<file path="src/rtl/ddram_wr_fifo.sv">
// Write-posting FIFO from the rotation stage to the DDRAM Avalon port. Same-word byte-lane writes merge into the newest queued entry.
// Latency: a write into an empty FIFO with the port idle reaches DDRAM_WE 2 cycles later (push, then load). There is no bypass.
// Backpressure: DDRAM_BUSY holds the output register. The input cannot be stalled, so a write that arrives while full is dropped and sets the sticky overflow flag.
//
// Ports:
//   clk_video, reset       sole clock; synchronous active-high reset
//   in_wr/addr/be/din      one-cycle write strobe with a 64-bit word address, byte enables and data
//   level, full, idle      queued entry count (output register excluded), full flag, quiescent flag
//   overflow, clr_overflow sticky dropped-write flag and its clear
//   DDRAM_*                single-beat Avalon write master; RD and BURSTCNT are tied off
module ddram_wr_fifo #(
    parameter int AW    = 4,
    parameter bit MERGE = 1'b1
) (
    input  logic          clk_video,
    input  logic          reset,
    input  logic          in_wr,
    input  logic [28:0]   in_addr,
    input  logic [7:0]    in_be,
    input  logic [63:0]   in_din,
    output logic [AW:0]   level,
    output logic          full,
    output logic          idle,
    output logic          overflow,
    input  logic          clr_overflow,
    output logic          DDRAM_CLK,
    input  logic          DDRAM_BUSY,
    output logic [7:0]    DDRAM_BURSTCNT,
    output logic [28:0]   DDRAM_ADDR,
    output logic [63:0]   DDRAM_DIN,
    output logic [7:0]    DDRAM_BE,
    output logic          DDRAM_WE,
    output logic          DDRAM_RD
);
    localparam int DEPTH = 1 << AW;

    logic [28:0]   addr_mem [DEPTH];
    logic [7:0]    be_mem   [DEPTH];
    logic [63:0]   din_mem  [DEPTH];

    logic [AW-1:0] wr_ptr, rd_ptr, newest;
    logic [AW:0]   level_nxt;
    logic          accept, empty, pop, merge, push, drop;
    logic [63:0]   merged_din;

    assign DDRAM_CLK      = clk_video;
    assign DDRAM_BURSTCNT = 8'd1;
    assign DDRAM_RD       = 1'b0;

    assign newest = wr_ptr - 1'b1;
    assign empty  = (level == '0);
    assign accept = DDRAM_WE & ~DDRAM_BUSY;
    assign pop    = ~empty & (~DDRAM_WE | accept);

    // A lone entry that is being popped this cycle is already on its way to
    // the output register, so it must not be merged into.
    assign merge = (MERGE != 1'b0) && in_wr && !empty && (in_addr == addr_mem[newest])
                   && ((level > (AW+1)'(1)) || !pop);

    assign push = in_wr & ~merge & ((level != (AW+1)'(DEPTH)) | pop);
    assign drop = in_wr & ~merge & ~push;

    assign idle = empty & ~DDRAM_WE;

    always_comb begin
        merged_din = din_mem[newest];
        for (int i = 0; i < 8; i++) begin
            if (in_be[i]) merged_din[8*i +: 8] = in_din[8*i +: 8];
        end
    end

    always_comb begin
        level_nxt = level;
        if (push && !pop)      level_nxt = level + 1'b1;
        else if (pop && !push) level_nxt = level - 1'b1;
    end

    // Storage is left unreset; the pointers and level define which entries are valid.
    always_ff @(posedge clk_video) begin
        if (push) begin
            addr_mem[wr_ptr] <= in_addr;
            be_mem[wr_ptr]   <= in_be;
            din_mem[wr_ptr]  <= in_din;
        end else if (merge) begin
            be_mem[newest]   <= be_mem[newest] | in_be;
            din_mem[newest]  <= merged_din;
        end
    end

    always_ff @(posedge clk_video) begin
        if (reset) begin
            wr_ptr     <= '0;
            rd_ptr     <= '0;
            level      <= '0;
            full       <= 1'b0;
            overflow   <= 1'b0;
            DDRAM_WE   <= 1'b0;
            DDRAM_ADDR <= '0;
            DDRAM_BE   <= '0;
            DDRAM_DIN  <= '0;
        end else begin
            if (push) wr_ptr <= wr_ptr + 1'b1;
            if (pop)  rd_ptr <= rd_ptr + 1'b1;
            level <= level_nxt;
            full  <= (level_nxt == (AW+1)'(DEPTH));

            // A drop in the same cycle as a clear leaves the flag set.
            if (drop)              overflow <= 1'b1;
            else if (clr_overflow) overflow <= 1'b0;

            if (pop) begin
                DDRAM_WE   <= 1'b1;
                DDRAM_ADDR <= addr_mem[rd_ptr];
                DDRAM_BE   <= be_mem[rd_ptr];
                DDRAM_DIN  <= din_mem[rd_ptr];
            end else if (accept) begin
                DDRAM_WE   <= 1'b0;
            end
        end
    end
endmodule

</file>
<file path="config.mk">
export PLATFORM = sky130hd
export DESIGN_NAME = ddram_wr_fifo
export DESIGN_NICKNAME = d
export VERILOG_FILES = /design/src/rtl/ddram_wr_fifo.sv
export SDC_FILE = /design/constraint.sdc
export NUM_CORES = 2
export LEC_CHECK = 0
export BUFFER_PORTS_ARGS = -buffer_cell sky130_fd_sc_hd__clkbuf_2
export CELL_PAD_IN_SITES_DETAIL_PLACEMENT = 1
export CELL_PAD_IN_SITES_GLOBAL_PLACEMENT = 1
export CORE_MARGIN = 1
export CORE_UTILIZATION = 45
export CTS_CLUSTER_SIZE = 40
export DETAILED_ROUTE_END_ITERATION = 10
export HOLD_SLACK_MARGIN = 0.05
export PLACE_DENSITY = 0.67
export SLEW_MARGIN = 20
export SYNTH_ARGS = -nofsm -noshare
export SYNTH_HDL_FRONTEND = slang
export SYNTH_SLANG_ARGS = --single-unit
</file>
<file path="constraint.sdc">
create_clock -name clk_video -period 11.6 [get_ports clk_video]
set_clock_uncertainty 0.2 [all_clocks]
set_input_delay 1.74 -clock clk_video [delete_from_list [all_inputs] [get_ports clk_video]]
set_output_delay 1.74 -clock clk_video [all_outputs]
set_load 0.005 [all_outputs]
</file>
Word level (Yosys, flattened, before mapping)
Memory sizes are Yosys's and may differ from the RTL's. A register that Yosys moved wholly into a read port is not among the register bits.
Index checks and enable logic that the tools add are counted.
{"block": "totals", "regBits": 16, "ramBits": 1616, "in_bits": 106, "out_inout_bits": 120, "elab_cells": 87, "mem_count": 3}
{"block": "classes", "n_addsub": 5, "order_cmp": 1, "n_eq_ne": 11, "n_mux": 25, "n_bitwise": 14, "reduce_logical": 22}
{"memory": "din_mem", "words": 16, "word_bits": 64, "rd": 1, "rd_ports_with_merged_regs": 1, "write_ports": 1, "line": "39", "rtl": "logic [63:0] din_mem [DEPTH];"}
{"memory": "addr_mem", "words": 16, "word_bits": 29, "rd": 2, "rd_ports_with_merged_regs": 1, "write_ports": 1, "line": "37", "rtl": "logic [28:0] addr_mem [DEPTH];"}
{"memory": "be_mem", "words": 16, "word_bits": 8, "rd": 2, "rd_ports_with_merged_regs": 1, "write_ports": 1, "line": "38", "rtl": "logic [7:0] be_mem [DEPTH];"}
{"op": "8-bit two-way mux", "count": 10}
{"op": "64-bit two-way mux", "count": 1}
{"op": "64-bit OR reduction", "count": 1}
{"op": "29-bit equality test", "count": 1}
{"op": "2-bit AND reduction", "count": 8}
{"op": "1-bit two-way mux", "count": 10}
{"op": "5-bit two-way mux", "count": 2}
{"op": "4-bit by 1-bit adder with 4-bit output, second input constant", "count": 2}
{"op": "4-bit two-way mux", "count": 2}
{"op": "1-bit != test, second input constant", "count": 8}
{"op": "8-bit OR", "count": 1}
{"op": "8-bit OR reduction", "count": 1}
{"op": "1-bit AND", "count": 6}
{"op": "5-bit by 1-bit adder with 5-bit output, second input constant", "count": 1}
{"op": "5-bit equality test, second input constant", "count": 1}
{"op": "5-bit by 1-bit greater-than comparator with 1-bit output, second input constant", "count": 1}
{"op": "1-bit logical AND", "count": 5}
{"op": "5-bit zero test", "count": 1}
{"op": "5-bit != test, second input constant", "count": 1}
{"op": "1-bit inverter", "count": 5}
{"op": "5-bit by 1-bit subtractor with 5-bit output, second input constant", "count": 1}
{"op": "2-bit nonzero test", "count": 2}
{"op": "4-bit by 1-bit subtractor with 4-bit output, second input constant", "count": 1}
{"op": "1-bit zero test", "count": 3}
{"op": "2 further kinds", "count": 3}

Longest topological paths before layout
{"block": "logic_depth", "ltp_word": 15, "depth_mapped": 24, "ltp_nobuf": 13}

==> reports/summary.log <==
qor: global_routing.global_route.usage.total 0.246
qor: cts.cts-root-buf clkbuf_16
qor: drt.ant_nets 0
qor: floorplan.floorplan.die.height 401 um
qor: floorplan.fp.dieW 401 um
qor: synthesis.synth_top_cell_by_area edfxtp_1
qor: flow_run.maxCapViolations 0
qor: drt.via_per_inst 6.19
qor: critical_path.timing.critical_path.to_type output port
qor: synthesis.synth_top_cells_by_area edfxtp_1, mux4_2, dfxtp_1, nand2_1, mux2i_1
qor: synthesis.netlist-cell-type-count 74
qor: power_and_ir_drop.p_leak 0.0253 uW
qor: min_path.whs_path_depth 2
qor: critical_path.cp_cell_sequence clkbuf_16 > clkbuf_16 > clkbuf_16 > clkbuf_2
qor: critical_path.slowest_cell_on_crit_path clkbuf_16
qor: cts.post-cts-setup-buffers 0
qor: layout.area.sequential 50900 um2
qor: critical_path.classification_of_the_worst_setup_path clk -> out
qor: drt.route.detailed.wl_per_inst 32.0 um
qor: synthesis.post-synth-top-area-fraction 0.676
qor: drt.routed_wirelength 196000 um
qor: cts.clock_tree_from_tritoncts done
qor: cts.clock_tree.htree_level_count 4
qor: timing.rsz0062_at_grt false
qor: timing.hold_ws 0.254 ns
qor: floorplan.io-pin-count 226
qor: critical_path.timing.reg2reg.worst_path_depth 15
qor: critical_path.worstReg2RegStart wr_ptr[0]
qor: min_path.min_path_type reg -> reg
qor: critical_path.family_of_cells_with_the_greatest_summed_delay_on_the_critical_path buffers and inverters
qor: synthesis.synth-seq-area-share 0.709
qor: placement.port-buffer-count 216
qor: synthesis.synth_area 71800 um2
qor: layout.flow.area_growth_from_synthesis 13.1%
qor: critical_path.number_of_cells_on_the_critical_path 4
qor: critical_path.critPathMaxStageDelay 0.27 ns
qor: layout.num-fill-cells 14066
qor: floorplan.fp-row-count 146
qor: cts.clock_latency_of_the_later_clocked_register_in_the_worst_skew_pair 0.81 ns
qor: floorplan.core_region_area 158000 um2
qor: critical_path.worst_setup_path_startpoint clk_video
qor: synthesis.synthCells 3662
qor: power_and_ir_drop.power-per-cell-area 210 nW/um2
qor: layout.final_common_cell edfxtp_1
qor: power_and_ir_drop.vdd.ir_drop.worst 254 uV
qor: cts.cts_buffer_depth 3
qor: critical_path.crit_top_cell clkbuf_16
qor: drt.detail_route.drc_violations 0
qor: cts.clk_pin_slew_worst_paths 0.06 ns
qor: drt.firstDrtPassIters 7
qor: cts.cts.hold.buffers_added 0
qor: synthesis.synthesis.yosys.warnings 0
qor: synthesis.synth_enable_flop_cells 1616
qor: timing.setup_viol_count_final 0
qor: cts.cts_resized 0
qor: drt.dr_total_vias 37886
qor: cts.cts_buffers 182
qor: synthesis.dominantRegCellSynth edfxtp_1
qor: layout.multi_input_area 20100 um2
qor: global_routing.globalRoute.totalOverflow 0
qor: drt.first_iter_violations 4064
qor: layout.final_net_count 4006
qor: min_path.hold_path.startpoint DDRAM_DIN[49]
qor: timing.slew_at_the_pin_closest_to_its_max_slew_limit 1.18 ns
qor: synthesis.synth.ff_latch_count 1733
qor: synthesis.syn_area_cell 19.6 um2
qor: critical_path.biggest_fanout_along_the_worst_timing_path 17
qor: timing.final-hold-violation-count 0
qor: timing.timing.final.max_slew_violations 0
qor: placement.post-dp-hpwl 120000 um
qor: timing.accumulated_negative_setup_slack 0 ns
qor: synthesis.synth-async-reset-ratio 0
qor: layout.layout.cells.most_common_list edfxtp_1, mux4_2, nand2_1, clkbuf_2
qor: layout.final_layout_size_suffix_gt1_frac 0.313
qor: global_routing.grt_first_pass_wirelength 287000 um
qor: floorplan.start_util 0.453
qor: timing.slew_headroom 0.217
qor: global_routing.grt_pass1_vias 39694
qor: critical_path.crit_buf_inv 4
qor: critical_path.timing.critical_path.required 9.66 ns
qor: outcome.result_of_the_run completed
qor: critical_path.critical_path.startpoint_type clock port
qor: global_routing.largest_net_degree_at_the_start_of_global_routing 131
qor: global_routing.initial_antenna_violation_count 11
qor: critical_path.crit_arrival 6.62 ns
qor: placement.globalplace.congestion 0.798
qor: floorplan.dieArea 161000 um2
-- path summary, 6_finish.rpt --
| check | endpoint | slack, ns |
|---|---|---|
| setup / recovery | DDRAM_CLK | 3.04 |
| hold reg to reg | DDRAM_DIN[49] | 0.25 |
| hold / removal | DDRAM_DIN[49] | 0.25 |
| setup reg to reg | din_mem[8][40] | 3.49 |
-- flip-flops by register name (all words and copies together), names as in the netlist --
register	cells
overflow	1
wr_ptr	4
DDRAM_BE	8
be_mem	128
full	1
rd_ptr	4
level	5
addr_mem	464
DDRAM_DIN	64
DDRAM_WE	1
DDRAM_ADDR	29
din_mem	1024
-- cells in the mapped netlist (all sizes together) (3+ instances only) --
library cell  instances
mux2i                78
ha                    9
o22a                  3
nand2b                3
a2111oi               4
o2bb2ai               9
xnor2                11
nand2               345
and3                  8
nor3b                10
or3                   9
o21a                  6
o22ai                 5
nor2                202
a31oi                 8
nand3b                4
a21boi                3
or4                   9
o211ai                5
mux4                623
and2                  7
xor2                 15
a31o                  9
o31ai                 6
nor4                 11
edfxtp             1616
a41oi                 3
or2                   5
nor2b                 4
nand4                16
o21ai                11
a21oi               119
nand3                47
a22oi                 8
o311ai                4
clkbuf              133
buf                 110
dfxtp               117
mux2                 15
nor3                 16
inv                   9
-- metrics by stage --
stage	util	total power (uW)	worst slack, ns	area (um2)	std cells
floorplan	-	9980	3.75	71800	3669
CTS	0.512	17300	2.99	81200	6120
global route	0.513	17700	3.00	81200	6124
global placement	0.475	11400	3.48	75200	5779
detailed placement	0.475	11500	3.50	75200	5779
finish	0.513	17100	3.04	81200	6124
-- cell type report --
class | instances | share of cell area
flip-flops and latches | 1733 | 0.627
multi-input cells | 1683 | 0.247
clock buffers | 239 | 0.0613
well taps | 2072 | 0.0319
repair buffers | 280 | 0.0199
clock inverters | 103 | 0.0121
inverters | 10 | 0.000462
diodes | 4 | 0.000123
-- worst reg2reg max path, cell delays in order, from the launching register on --
cell      delay, ns
dfxtp_4        0.82
clkinv_1       0.32
buf_4          0.38
ha_1           0.45
xnor2_4        0.21
buf_4          0.54
mux4_2         0.61
mux2i_1        0.40
xnor2_1        0.17
nand4_1        0.11
or4_1          0.45
or4_1          0.78
or3_1          0.65
nor2_1         0.22
o22a_2         0.94
nor2_1         0.49
-- power by group --
part	switching, uW	leakage, uW	total [uW]	internal [uW]
registers	240	0.0156	7340	7100
logic	2230	0.00683	3940	1710
clock network	2490	0.00287	5790	3310
-- metal layers --
layer | part of all wire | GRT usage | routed length [um]
met5 | 0.00012 | 0 | 24
met4 | 0.021 | 0.0616 | 4140
met3 | 0.074 | 0.0478 | 14600
met2 | 0.47 | 0.382 | 92600
met1 | 0.43 | 0.361 | 84700
-- kinds of logic (layout without fill, tap and decap cells) --
| logic type | count (synthesis) | count (layout) | share of synthesized area |
|---|---|---|---|
| buffers and inverters | 253 | 632 | 0.0149 |
| other | 2 | 13 | 0.000105 |
| XOR/XNOR | 26 | 26 | 0.00338 |
| AO/OA/AOI/OAI | 217 | 217 | 0.0196 |
| multiplexers | 716 | 716 | 0.209 |
| adder cells (fa/ha/maj) | 9 | 9 | 0.00157 |
| AND/OR/NAND/NOR | 706 | 706 | 0.0428 |
| flip-flops | 1733 | 1733 | 0.709 |
Power figures use the tool's default switching activity.
